===== src/rtl/fp_pkg.sv =====
`default_nettype none
// ============================================================================
// Module      : fp_pkg
// Description : Shared types and constants for the single-precision
//               floating-point add/subtract unit.
// Revision    : 1.0 - initial release
// ============================================================================
package fp_pkg;

    localparam int          EXP_BIAS = 127;
    localparam int          EXP_MAX  = 255;
    localparam logic [31:0] QNAN     = 32'h7FC00000;
    localparam int          FRAC_W   = 23;
    // Hidden bit + fraction + guard/round/sticky
    localparam int          EXT_W    = 27;

    typedef enum logic [2:0] {
        IDLE   = 3'd0,
        UNPACK = 3'd1,
        ALIGN  = 3'd2,
        ADD    = 3'd3,
        NORM   = 3'd4,
        PACK   = 3'd5,
        DONE   = 3'd6
    } state_t;

endpackage
`default_nettype wire


===== src/rtl/fp_unpack.sv =====
`default_nettype none
// ============================================================================
// Module      : fp_unpack
// Description : Combinational field extraction for one IEEE-754 single
//               operand. Zero exponents (zeros and denormals) are flushed to
//               a zero significand; normals get the hidden one prepended and
//               three low bits reserved for guard, round and sticky.
// Ports       : i_word     - operand word
//               o_sign     - sign bit
//               o_exp      - biased exponent (0 for zero/denormal)
//               o_sig      - 27-bit extended significand
//               o_is_zero  - zero or flushed denormal
//               o_is_inf   - infinity
//               o_is_nan   - any NaN
// Revision    : 1.0 - initial release
// ============================================================================
module fp_unpack
    import fp_pkg::*;
(
    input  logic [31:0]      i_word,
    output logic             o_sign,
    output logic [7:0]       o_exp,
    output logic [EXT_W-1:0] o_sig,
    output logic             o_is_zero,
    output logic             o_is_inf,
    output logic             o_is_nan
);

    logic [7:0]        w_exp_field;
    logic [FRAC_W-1:0] w_frac;
    logic              w_exp_all_ones;

    assign w_exp_field    = i_word[30:23];
    assign w_frac         = i_word[FRAC_W-1:0];
    assign w_exp_all_ones = (w_exp_field == 8'(EXP_MAX));

    assign o_sign    = i_word[31];
    assign o_is_zero = (w_exp_field == 8'd0);
    assign o_is_inf  = w_exp_all_ones && (w_frac == '0);
    assign o_is_nan  = w_exp_all_ones && (w_frac != '0);
    assign o_exp     = w_exp_field;
    assign o_sig     = o_is_zero ? '0 : {1'b1, w_frac, 3'b000};

endmodule
`default_nettype wire


===== src/rtl/fp_addsub_top.sv =====
`default_nettype none
// ============================================================================
// Module      : fp_addsub_top
// Description : Multi-cycle IEEE-754 single-precision adder/subtractor with a
//               start/busy/ready handshake. Rounds toward zero, flushes
//               denormals, returns a canonical quiet NaN for invalid cases.
// Ports       : clock  - system clock, rising edge
//               reset  - asynchronous active-low reset
//               start  - one-cycle request, sampled only in IDLE
//               op     - 0 = add, 1 = subtract (a - b)
//               data_a - operand A
//               data_b - operand B
//               busy   - high while an operation is in progress
//               ready  - one-cycle pulse when data_o is valid
//               data_o - result, held until the next result is packed
// Revision    : 1.0 - initial release
// ============================================================================
module fp_addsub_top
    import fp_pkg::*;
(
    input  logic        clock,
    input  logic        reset,
    input  logic        start,
    input  logic        op,
    input  logic [31:0] data_a,
    input  logic [31:0] data_b,
    output logic        busy,
    output logic        ready,
    output logic [31:0] data_o
);

    state_t             r_state;
    logic [31:0]        r_word_a;
    logic [31:0]        r_word_b;      // B with sign already flipped for subtract
    logic               r_ordered;     // operands swapped into magnitude order
    logic               r_sign_x;      // x = larger magnitude once ordered
    logic [7:0]         r_exp_x;       // also the working exponent in NORM
    logic [EXT_W-1:0]   r_sig_x;
    logic               r_sign_y;
    logic [7:0]         r_exp_y;
    logic [EXT_W-1:0]   r_sig_y;
    logic               r_sign_r;
    logic [EXT_W:0]     r_sum;         // extra top bit catches the carry-out
    logic               r_special;     // result fully decided, bypass field packing
    logic [31:0]        r_special_word;

    logic               w_sign_a, w_sign_b;
    logic [7:0]         w_exp_a, w_exp_b;
    logic [EXT_W-1:0]   w_sig_a, w_sig_b;
    logic               w_zero_a, w_zero_b;
    logic               w_inf_a, w_inf_b;
    logic               w_nan_a, w_nan_b;

    logic               w_special;
    logic [31:0]        w_special_word;
    logic               w_y_larger;
    logic [7:0]         w_exp_diff;
    logic [EXT_W:0]     w_sum;

    fp_unpack u_unpack_a (
        .i_word    (r_word_a),
        .o_sign    (w_sign_a),
        .o_exp     (w_exp_a),
        .o_sig     (w_sig_a),
        .o_is_zero (w_zero_a),
        .o_is_inf  (w_inf_a),
        .o_is_nan  (w_nan_a)
    );

    fp_unpack u_unpack_b (
        .i_word    (r_word_b),
        .o_sign    (w_sign_b),
        .o_exp     (w_exp_b),
        .o_sig     (w_sig_b),
        .o_is_zero (w_zero_b),
        .o_is_inf  (w_inf_b),
        .o_is_nan  (w_nan_b)
    );

    // Zero inputs need no special path: a zero significand flows through
    // alignment and addition unchanged.
    logic w_unused_zero;
    assign w_unused_zero = w_zero_a ^ w_zero_b;

    // Special-operand resolution. B's sign is already the effective sign, so
    // inf - inf shows up here as infinities of opposite sign.
    always_comb begin
        w_special      = 1'b0;
        w_special_word = QNAN;
        if (w_nan_a || w_nan_b || (w_inf_a && w_inf_b && (w_sign_a != w_sign_b))) begin
            w_special      = 1'b1;
            w_special_word = QNAN;
        end else if (w_inf_a) begin
            w_special      = 1'b1;
            w_special_word = {w_sign_a, 8'(EXP_MAX), {FRAC_W{1'b0}}};
        end else if (w_inf_b) begin
            w_special      = 1'b1;
            w_special_word = {w_sign_b, 8'(EXP_MAX), {FRAC_W{1'b0}}};
        end
    end

    assign w_y_larger = {r_exp_y, r_sig_y} > {r_exp_x, r_sig_x};
    assign w_exp_diff = r_exp_x - r_exp_y;

    // Magnitudes are ordered and aligned, so the subtraction never borrows.
    always_comb begin
        w_sum = '0;
        if (r_sign_x == r_sign_y) begin
            w_sum = {1'b0, r_sig_x} + {1'b0, r_sig_y};
        end else begin
            w_sum = {1'b0, r_sig_x} - {1'b0, r_sig_y};
        end
    end

    always_ff @(posedge clock or negedge reset) begin
        if (!reset) begin
            r_state        <= IDLE;
            r_word_a       <= '0;
            r_word_b       <= '0;
            r_ordered      <= 1'b0;
            r_sign_x       <= 1'b0;
            r_exp_x        <= '0;
            r_sig_x        <= '0;
            r_sign_y       <= 1'b0;
            r_exp_y        <= '0;
            r_sig_y        <= '0;
            r_sign_r       <= 1'b0;
            r_sum          <= '0;
            r_special      <= 1'b0;
            r_special_word <= '0;
            busy           <= 1'b0;
            ready          <= 1'b0;
            data_o         <= '0;
        end else begin
            case (r_state)
                IDLE: begin
                    if (start) begin
                        r_word_a  <= data_a;
                        r_word_b  <= {data_b[31] ^ op, data_b[30:0]};
                        r_special <= 1'b0;
                        busy      <= 1'b1;
                        r_state   <= UNPACK;
                    end
                end

                UNPACK: begin
                    r_sign_x       <= w_sign_a;
                    r_exp_x        <= w_exp_a;
                    r_sig_x        <= w_sig_a;
                    r_sign_y       <= w_sign_b;
                    r_exp_y        <= w_exp_b;
                    r_sig_y        <= w_sig_b;
                    r_ordered      <= 1'b0;
                    r_special      <= w_special;
                    r_special_word <= w_special_word;
                    r_state        <= w_special ? PACK : ALIGN;
                end

                ALIGN: begin
                    if (!r_ordered) begin
                        r_ordered <= 1'b1;
                        if (w_y_larger) begin
                            r_sign_x <= r_sign_y;
                            r_exp_x  <= r_exp_y;
                            r_sig_x  <= r_sig_y;
                            r_sign_y <= r_sign_x;
                            r_exp_y  <= r_exp_x;
                            r_sig_y  <= r_sig_x;
                        end
                    end else if (r_exp_x == r_exp_y) begin
                        r_state <= ADD;
                    end else if (w_exp_diff > 8'(EXT_W - 1)) begin
                        // Every significand bit would be shifted out anyway.
                        r_sig_y <= {{(EXT_W-1){1'b0}}, |r_sig_y};
                        r_exp_y <= r_exp_x;
                    end else begin
                        // Bit 0 is sticky: it keeps whatever falls off.
                        r_sig_y <= {1'b0, r_sig_y[EXT_W-1:2], r_sig_y[1] | r_sig_y[0]};
                        r_exp_y <= r_exp_y + 8'd1;
                    end
                end

                ADD: begin
                    r_sign_r <= r_sign_x;
                    r_sum    <= w_sum;
                    if (w_sum == '0) begin
                        // Only -0 + -0 keeps a negative sign.
                        r_special      <= 1'b1;
                        r_special_word <= {r_sign_x & r_sign_y, 31'd0};
                        r_state        <= PACK;
                    end else begin
                        r_state <= NORM;
                    end
                end

                NORM: begin
                    if (r_sum[EXT_W]) begin
                        if (r_exp_x >= 8'(EXP_MAX - 1)) begin
                            r_special      <= 1'b1;
                            r_special_word <= {r_sign_r, 8'(EXP_MAX), {FRAC_W{1'b0}}};
                        end else begin
                            r_sum   <= {1'b0, r_sum[EXT_W:2], r_sum[1] | r_sum[0]};
                            r_exp_x <= r_exp_x + 8'd1;
                        end
                        r_state <= PACK;
                    end else if (r_sum[EXT_W-1]) begin
                        r_state <= PACK;
                    end else if (r_exp_x <= 8'd1) begin
                        // Next shift would take the exponent to zero.
                        r_special      <= 1'b1;
                        r_special_word <= {r_sign_r, 31'd0};
                        r_state        <= PACK;
                    end else begin
                        r_sum   <= {r_sum[EXT_W-1:0], 1'b0};
                        r_exp_x <= r_exp_x - 8'd1;
                    end
                end

                PACK: begin
                    // Truncation: guard/round/sticky in r_sum[2:0] are dropped.
                    data_o  <= r_special ? r_special_word
                                         : {r_sign_r, r_exp_x, r_sum[EXT_W-2:3]};
                    ready   <= 1'b1;
                    busy    <= 1'b0;
                    r_state <= DONE;
                end

                DONE: begin
                    ready   <= 1'b0;
                    r_state <= IDLE;
                end

                default: begin
                    r_state <= IDLE;
                end
            endcase
        end
    end

endmodule
`default_nettype wire


===== config.mk =====
export PLATFORM = sky130hd
export DESIGN_NAME = fp_addsub_top
export DESIGN_NICKNAME = d
export VERILOG_FILES = /design/src/rtl/fp_pkg.sv /design/src/rtl/fp_unpack.sv /design/src/rtl/fp_addsub_top.sv
export SDC_FILE = /design/constraint.sdc
export NUM_CORES = 1
export LEC_CHECK = 0
export ABC_AREA = 1
export BUFFER_PORTS_ARGS = -buffer_cell sky130_fd_sc_hd__buf_2
export CORE_MARGIN = 3
export CORE_UTILIZATION = 56
export DETAILED_ROUTE_END_ITERATION = 6
export HOLD_SLACK_MARGIN = 0.06
export PLACE_DENSITY = 0.86
export SYNTH_ARGS = -nofsm -noshare
export SYNTH_HDL_FRONTEND = slang
export SYNTH_SLANG_ARGS = --single-unit

===== constraint.sdc =====
create_clock -name clock -period 8.8 [get_ports clock]
set_input_delay 0.88 -clock clock [delete_from_list [all_inputs] [get_ports clock]]
set_output_delay 0.88 -clock clock [all_outputs]
set_load 0.01 [all_outputs]

# Yosys cells after proc, flatten, opt, wreduce, memory -nomap -nowiden

Index checks and enable logic that the tools add are counted.

Word-level logic and storage cells: 159
Flip-flop bits (word level): 236

Add/sub/neg operators: 6
Magnitude comparators: 4
Reductions and logical operators: 34
Bitwise logic cells: 4
Equal/unequal tests: 25
Mux-type cells: 67

Operators by type and width:

| operator                                     | number |
|---|---|
| two-way mux 32 bit                           | 9 |
| two-way mux 27 bit                           | 9 |
| one-hot mux 27 bit (2 select lines)          | 2 |
| one-hot mux 32 bit (3 select lines)          | 1 |
| two-way mux 28 bit                           | 3 |
| two-way mux 8 bit                            | 10 |
| one-hot mux 28 bit (2 select lines)          | 1 |
| logical NOT 23 bit                           | 2 |
| nonzero test 23 bit                          | 2 |
| > comparator 35 bit                          | 1 |
| adder 27 x 27 -> 28 bit                      | 1 |
| logical NOT 28 bit                           | 1 |
| subtractor 27 x 27 -> 28 bit                 | 1 |
| OR reduction 27 bit                          | 1 |
| two-way mux 26 bit                           | 1 |
| one-hot mux 8 bit (3 select lines)           | 1 |
| two-way mux 3 bit                            | 7 |
| != test 3 bit (second input constant)        | 7 |
| one-hot mux 3 bit (6 select lines)           | 1 |
| adder 8 x 1 -> 8 bit (second input constant) | 2 |
| equality test 8 bit (second input constant)  | 2 |
| logical NOT 8 bit                            | 2 |
| one-hot mux 8 bit (2 select lines)           | 1 |
| two-way mux 1 bit                            | 15 |
| 29 further kinds                             | 57 |

# Longest topological paths before layout

Word-level depth: 8
Gate-level depth with buffers: 28

# Hierarchy

A second synthesis with hierarchy kept.

Cell total of the unflattened synthesis: 2,248
Area total of the unflattened synthesis: 15,232.1 sq um

By module, submodules not included:

| module        | seq. area each (sq um) | instances | area an instance (sq um) | cells each |
|---|---|---|---|---|
| fp_addsub_top | 5,180.0                | 1         | 14,323.7                 | 2,054 |
| fp_unpack     | 0.0                    | 2         | 454.2                    | 97 |

# Least setup slack after synthesis

No wires, ideal clock.

Kind: reg-to-reg
Start: register r_sig_y[0]
End: register r_special_word[30]
Stages on the path, launching flop included: 27
Setup slack: 5.276 ns
Buffers on the path: 0
Arrival: 3.407 ns
Clock period less this slack: 3.524 ns
Data required time: 8.683 ns
Setup time: 0.117 ns
Cells stage by stage: dfrtp_1 > inv_1 > ha_1 > nand3_1 > nor2_1 > nand4_1 > nor2_1 > inv_1 > o41ai_1 > o21ai_0 > xor2_1 > ha_1 > nand2_1 > nor2_1 > nand2_1 > nor2_1 > nand2_1 > nand4_1 > nand2_1 > nor2_1 > nand2_1 > nor2_1 > nand3_1 > nand2_2 > nand2_1 > nand2_1 > nand2_1

Word-level cells in the longest chain between the ends: 5
Elaborated cells between the ends (all ways): 6
Those cells by class: add/sub (2); eq/ne (1); mux (1); reduce/logical (2)

Ends and longest elaborated chain:

| item                                                                    | line                                       | text |
|---|---|---|
| from (decl)                                                             | fp_addsub_top.sv:41                        | `logic [EXT_W-1:0] r_sig_y;` |
| from (signal assigned)                                                  | fp_addsub_top.sv:152                       | `r_sig_y <= w_sig_b;` |
| from (signal assigned)                                                  | fp_addsub_top.sv:168                       | `r_sig_y <= r_sig_x;` |
| from (signal assigned)                                                  | fp_addsub_top.sv:174                       | `r_sig_y <= {{(EXT_W-1){1'b0}}, \|r_sig_y};` |
| subtractor 27 x 27 -> 28 bit or adder 27 x 27 -> 28 bit (tied branches) | fp_addsub_top.sv:111, fp_addsub_top.sv:109 |  |
| two-way mux 28 bit (*)                                                  | fp_addsub_top.sv:108                       | `if (r_sign_x == r_sign_y) begin` |
| logical NOT 28 bit (*)                                                  | fp_addsub_top.sv:186                       | `if (w_sum == '0) begin` |
| != test 2 bit (no line) (*)                                             | n/a                                        |  |
| AND reduction 5 bit (no line) (*)                                       | n/a                                        |  |
| to (signal assigned)                                                    | fp_addsub_top.sv:189                       | `r_special_word <= {r_sign_x & r_sign_y, 31'd0};` |
| to (signal assigned)                                                    | fp_addsub_top.sv:200                       | `r_special_word <= {r_sign_r, 8'(EXP_MAX), {FRAC_W{1'b0}}};` |
| to (signal assigned)                                                    | fp_addsub_top.sv:211                       | `r_special_word <= {r_sign_r, 31'd0};` |
| to (decl)                                                               | fp_addsub_top.sv:45                        | `logic [31:0] r_special_word;` |

Every way passes the cells marked *; elsewhere a longest branch is shown, timed or not.
A chain may end at the register's enable or synchronous reset.

# Final worst setup path

Start: register r_sig_y[0]
End: register r_special_word[22]

The elaborated chain is that of the path after synthesis.

==> flow_summary.yaml <==
die:
  pin_count: 102
  rows: 57
  die_w_um: 166
  die_h_um: 166
  coreArea_sq_um: 24700
  start_util_pct: 57.8
  die-area_sq_um: 27400
yosys:
  synth-seq-cells: 207
  synth_cell_types: 51
  ys.flop_type: "dfrtp_1"
  synth_area_sq_um: 14300
  synth_edf_count: 0
  syn_nets: 2178
  netlist_instances: 2028
  synth_area_per_cell_sq_um: 7.03
  yosys_warnings: 0
  synth.yosys.seq_area_share_pct: 36.3
  synth-async-reset-ratio_pct: 100
worst_setup_path:
  cpMaxStageDelayCell: "dfrtp_1"
  crit_top_cell: "nand2_1"
  end_kind: "flop"
  crit_type: "flop to flop"
  required_ns: 9.22
  worst_ep_arrival_time_ns: 4.68
  critPathLaunchType: "flop"
  path_max_fanout: 6
  cp_top_family: "simple AND/OR/NAND/NOR gates"
  crit_buf_inv: 2
  r2r_slack_ns: 4.54
  slowest_delay_ns: 0.38
cells_and_area:
  n_antenna_cell: 0
  syn_to_final_growth_pct: 11.2
  final_common_cell: "nand2_1"
  drive_gt1_share_pct: 8.84
  final_nets: 2249
  fill_cells: 2213
  final_cell_mix: "600 x nand2_1, 283 x inv_1, 207 x dfrtp_1"
sta:
  period_needed_ns: 4.26
  fmax_mhz: 235
  slew_viol_final: 0
  max_slew.worst_pin.slew_ns: 1.00
  fin_skew_ns: 0.0158
  hold_viol: 0
  timing.final.crit_share_pct: 48.4
  tns_ns: 0
  finalSetupViolCount: 0
  rsz0062_at_grt: "false"
  maxSlewHeadroom_pct: 33.2
run:
  cap_violations: 0
placed_design:
  place_congestion: 0.936
  io_buffers: 101
  hpwlAfterDp_um: 30800
detailed_routing:
  routed_wl_um: 41100
  dr.pass1.iters: 5
  viasPerCell: 5.74
  vias: 14000
  top_layer: "met4"
  postRouteAntennaNets: 0
  met1_length_um: 18400
  wire_per_inst_um: 16.8
  drc: 0
  wl_met3_um: 3310
  wl_met2_um: 17900
  initialDrtViolationCount: 1389
cts:
  worstSkewPairLatency_ns: 0.54
  cts_tree: "yes"
  cts_resized: 0
  cts_sinks: 207
  cts_hold_buf: 0
  cts_htree_levels: 1
  cts-root-buf: "clkbuf_16"
  post-cts-setup-buffer-count: 0
  path_clk_slew_ns: 0.06
  cts_buffer_depth: 3
  cts_made_buffers: 23
grt:
  grt_max_degree: 102
  grt_pass1_vias: 13200
  antenna_found_initial: 0
  grt_overflow: 0
  grt_util_all_layers_pct: 30.2
  grt_pass1_wl_um: 66900
run_status:
  status: "finished clean"
min_path:
  worstHoldPathType: "primary input to asynchronous set/reset pin"
registers in the layout, indices dropped and copies added (netlist names), 3 cells and up:
signal and count:
data_o 32, r_word_a 32, r_word_b 32, r_sum 28, r_sig_x 27, r_sig_y 27, r_exp_x 8, r_exp_y 8
r_special_word 3, r_state 3
routing by layer:
metal	global-route usage, %	vias to the layer above
met5	0	-
met2	47.4	666
met1	43.4	6448
met4	10.1	0
met3	4.02	106
li1	-	6777
worst reg2reg max path, stage by stage (launching register included):
cell and delay [ns]:
dfrtp_1 0.38, inv_1 0.16, ha_1 0.21, nand3_1 0.12, nor2_1 0.14, nand4_1 0.15
nor2_1 0.20, inv_1 0.10, o41ai_1 0.38, o21ai_0 0.20, xor2_1 0.18, ha_1 0.38
nand2_1 0.13, nor2_1 0.22, nand2_1 0.10, nor2_1 0.11, nand2_1 0.07, nand4_1 0.10
nand2_1 0.11, nor2_1 0.10, nand2_1 0.05, nor2_1 0.08, nand3_1 0.10, nand2_2 0.12
nand2_1 0.10, nand2_1 0.09, nand2_1 0.04
area by class of cell:
type | count | area, sq um | share of cell area (%)
tap | 324 | 405 | 2.56
multi-input combinational | 1462 | 7660 | 48.4
clock inverter | 13 | 255 | 1.61
inverter | 292 | 1100 | 6.93
sequential | 207 | 5180 | 32.7
clock buffer | 29 | 638 | 4.03
timing repair buffer | 113 | 604 | 3.81
Yosys cell counts (3+ instances only):
library cell | count | area share, %
clkbuf_1 | 35 | 0.92
nand3b_1 | 8 | 0.42
a32oi_1 | 8 | 0.49
nand4_1 | 33 | 1.4
a22oi_1 | 7 | 0.37
o21ai_0 | 147 | 5.2
o21a_1 | 3 | 0.16
buf_4 | 4 | 0.21
ha_1 | 80 | 7.0
nand2_1 | 600 | 16
inv_1 | 284 | 7.5
buf_1 | 5 | 0.13
buf_6 | 4 | 0.32
nor2_1 | 138 | 3.6
inv_2 | 5 | 0.13
a31oi_1 | 16 | 0.70
o21bai_1 | 20 | 1.1
nand3_1 | 114 | 4.0
xnor2_1 | 4 | 0.25
buf_2 | 19 | 0.67
nand2_4 | 3 | 0.24
o211ai_1 | 5 | 0.26
a221oi_1 | 9 | 0.55
nand2_2 | 8 | 0.35
a21oi_1 | 71 | 2.5
nor4_1 | 9 | 0.39
o31ai_1 | 18 | 0.95
o22ai_1 | 33 | 1.4
nor3_1 | 22 | 0.77
dfrtp_1 | 207 | 36
xor2_1 | 35 | 2.2
o221ai_1 | 8 | 0.49
o21ai_1 | 37 | 1.3
worst paths after layout:
kind,start,to,depth (start not counted)
max in group asynchronous,reset,r_sig_y[25],2
max,r_sig_y[0],r_special_word[22],26
max reg2reg,r_sig_y[0],r_special_word[22],26
min,reset,data_o[1],1
min reg2reg,busy,busy,2
min in group clock,busy,busy,2
metrics by stage:
stage / area, sq um / cells / worst slack (ns) / utilization (%) / hold slack (ns)
floorplan: 14300 / 2028 / 5.28 / - / 0.442
global placement: 14900 / 2397 / 4.78 / 60.6 / 0.458
detailed placement: 14900 / 2397 / 4.64 / 60.6 / 0.455
CTS: 15800 / 2439 / 4.55 / 64.2 / 0.326
global route: 15800 / 2440 / 4.06 / 64.2 / 0.350
finish: 15800 / 2440 / 4.54 / 64.2 / 0.327
cells by family after synthesis:
family	after synthesis	synth area share, %
flip-flops	207	36.3
adder cells (fa/ha/maj)	82	7.30
buffers and inverters	359	9.95
XOR/XNOR	40	2.51
AND/OR/NAND/NOR	947	27.7
AO/OA/AOI/OAI	393	16.2
Power is left out: the tool's default activity adds up to more than one toggle a clock period on the data nets, which glitch-free logic cannot reach.
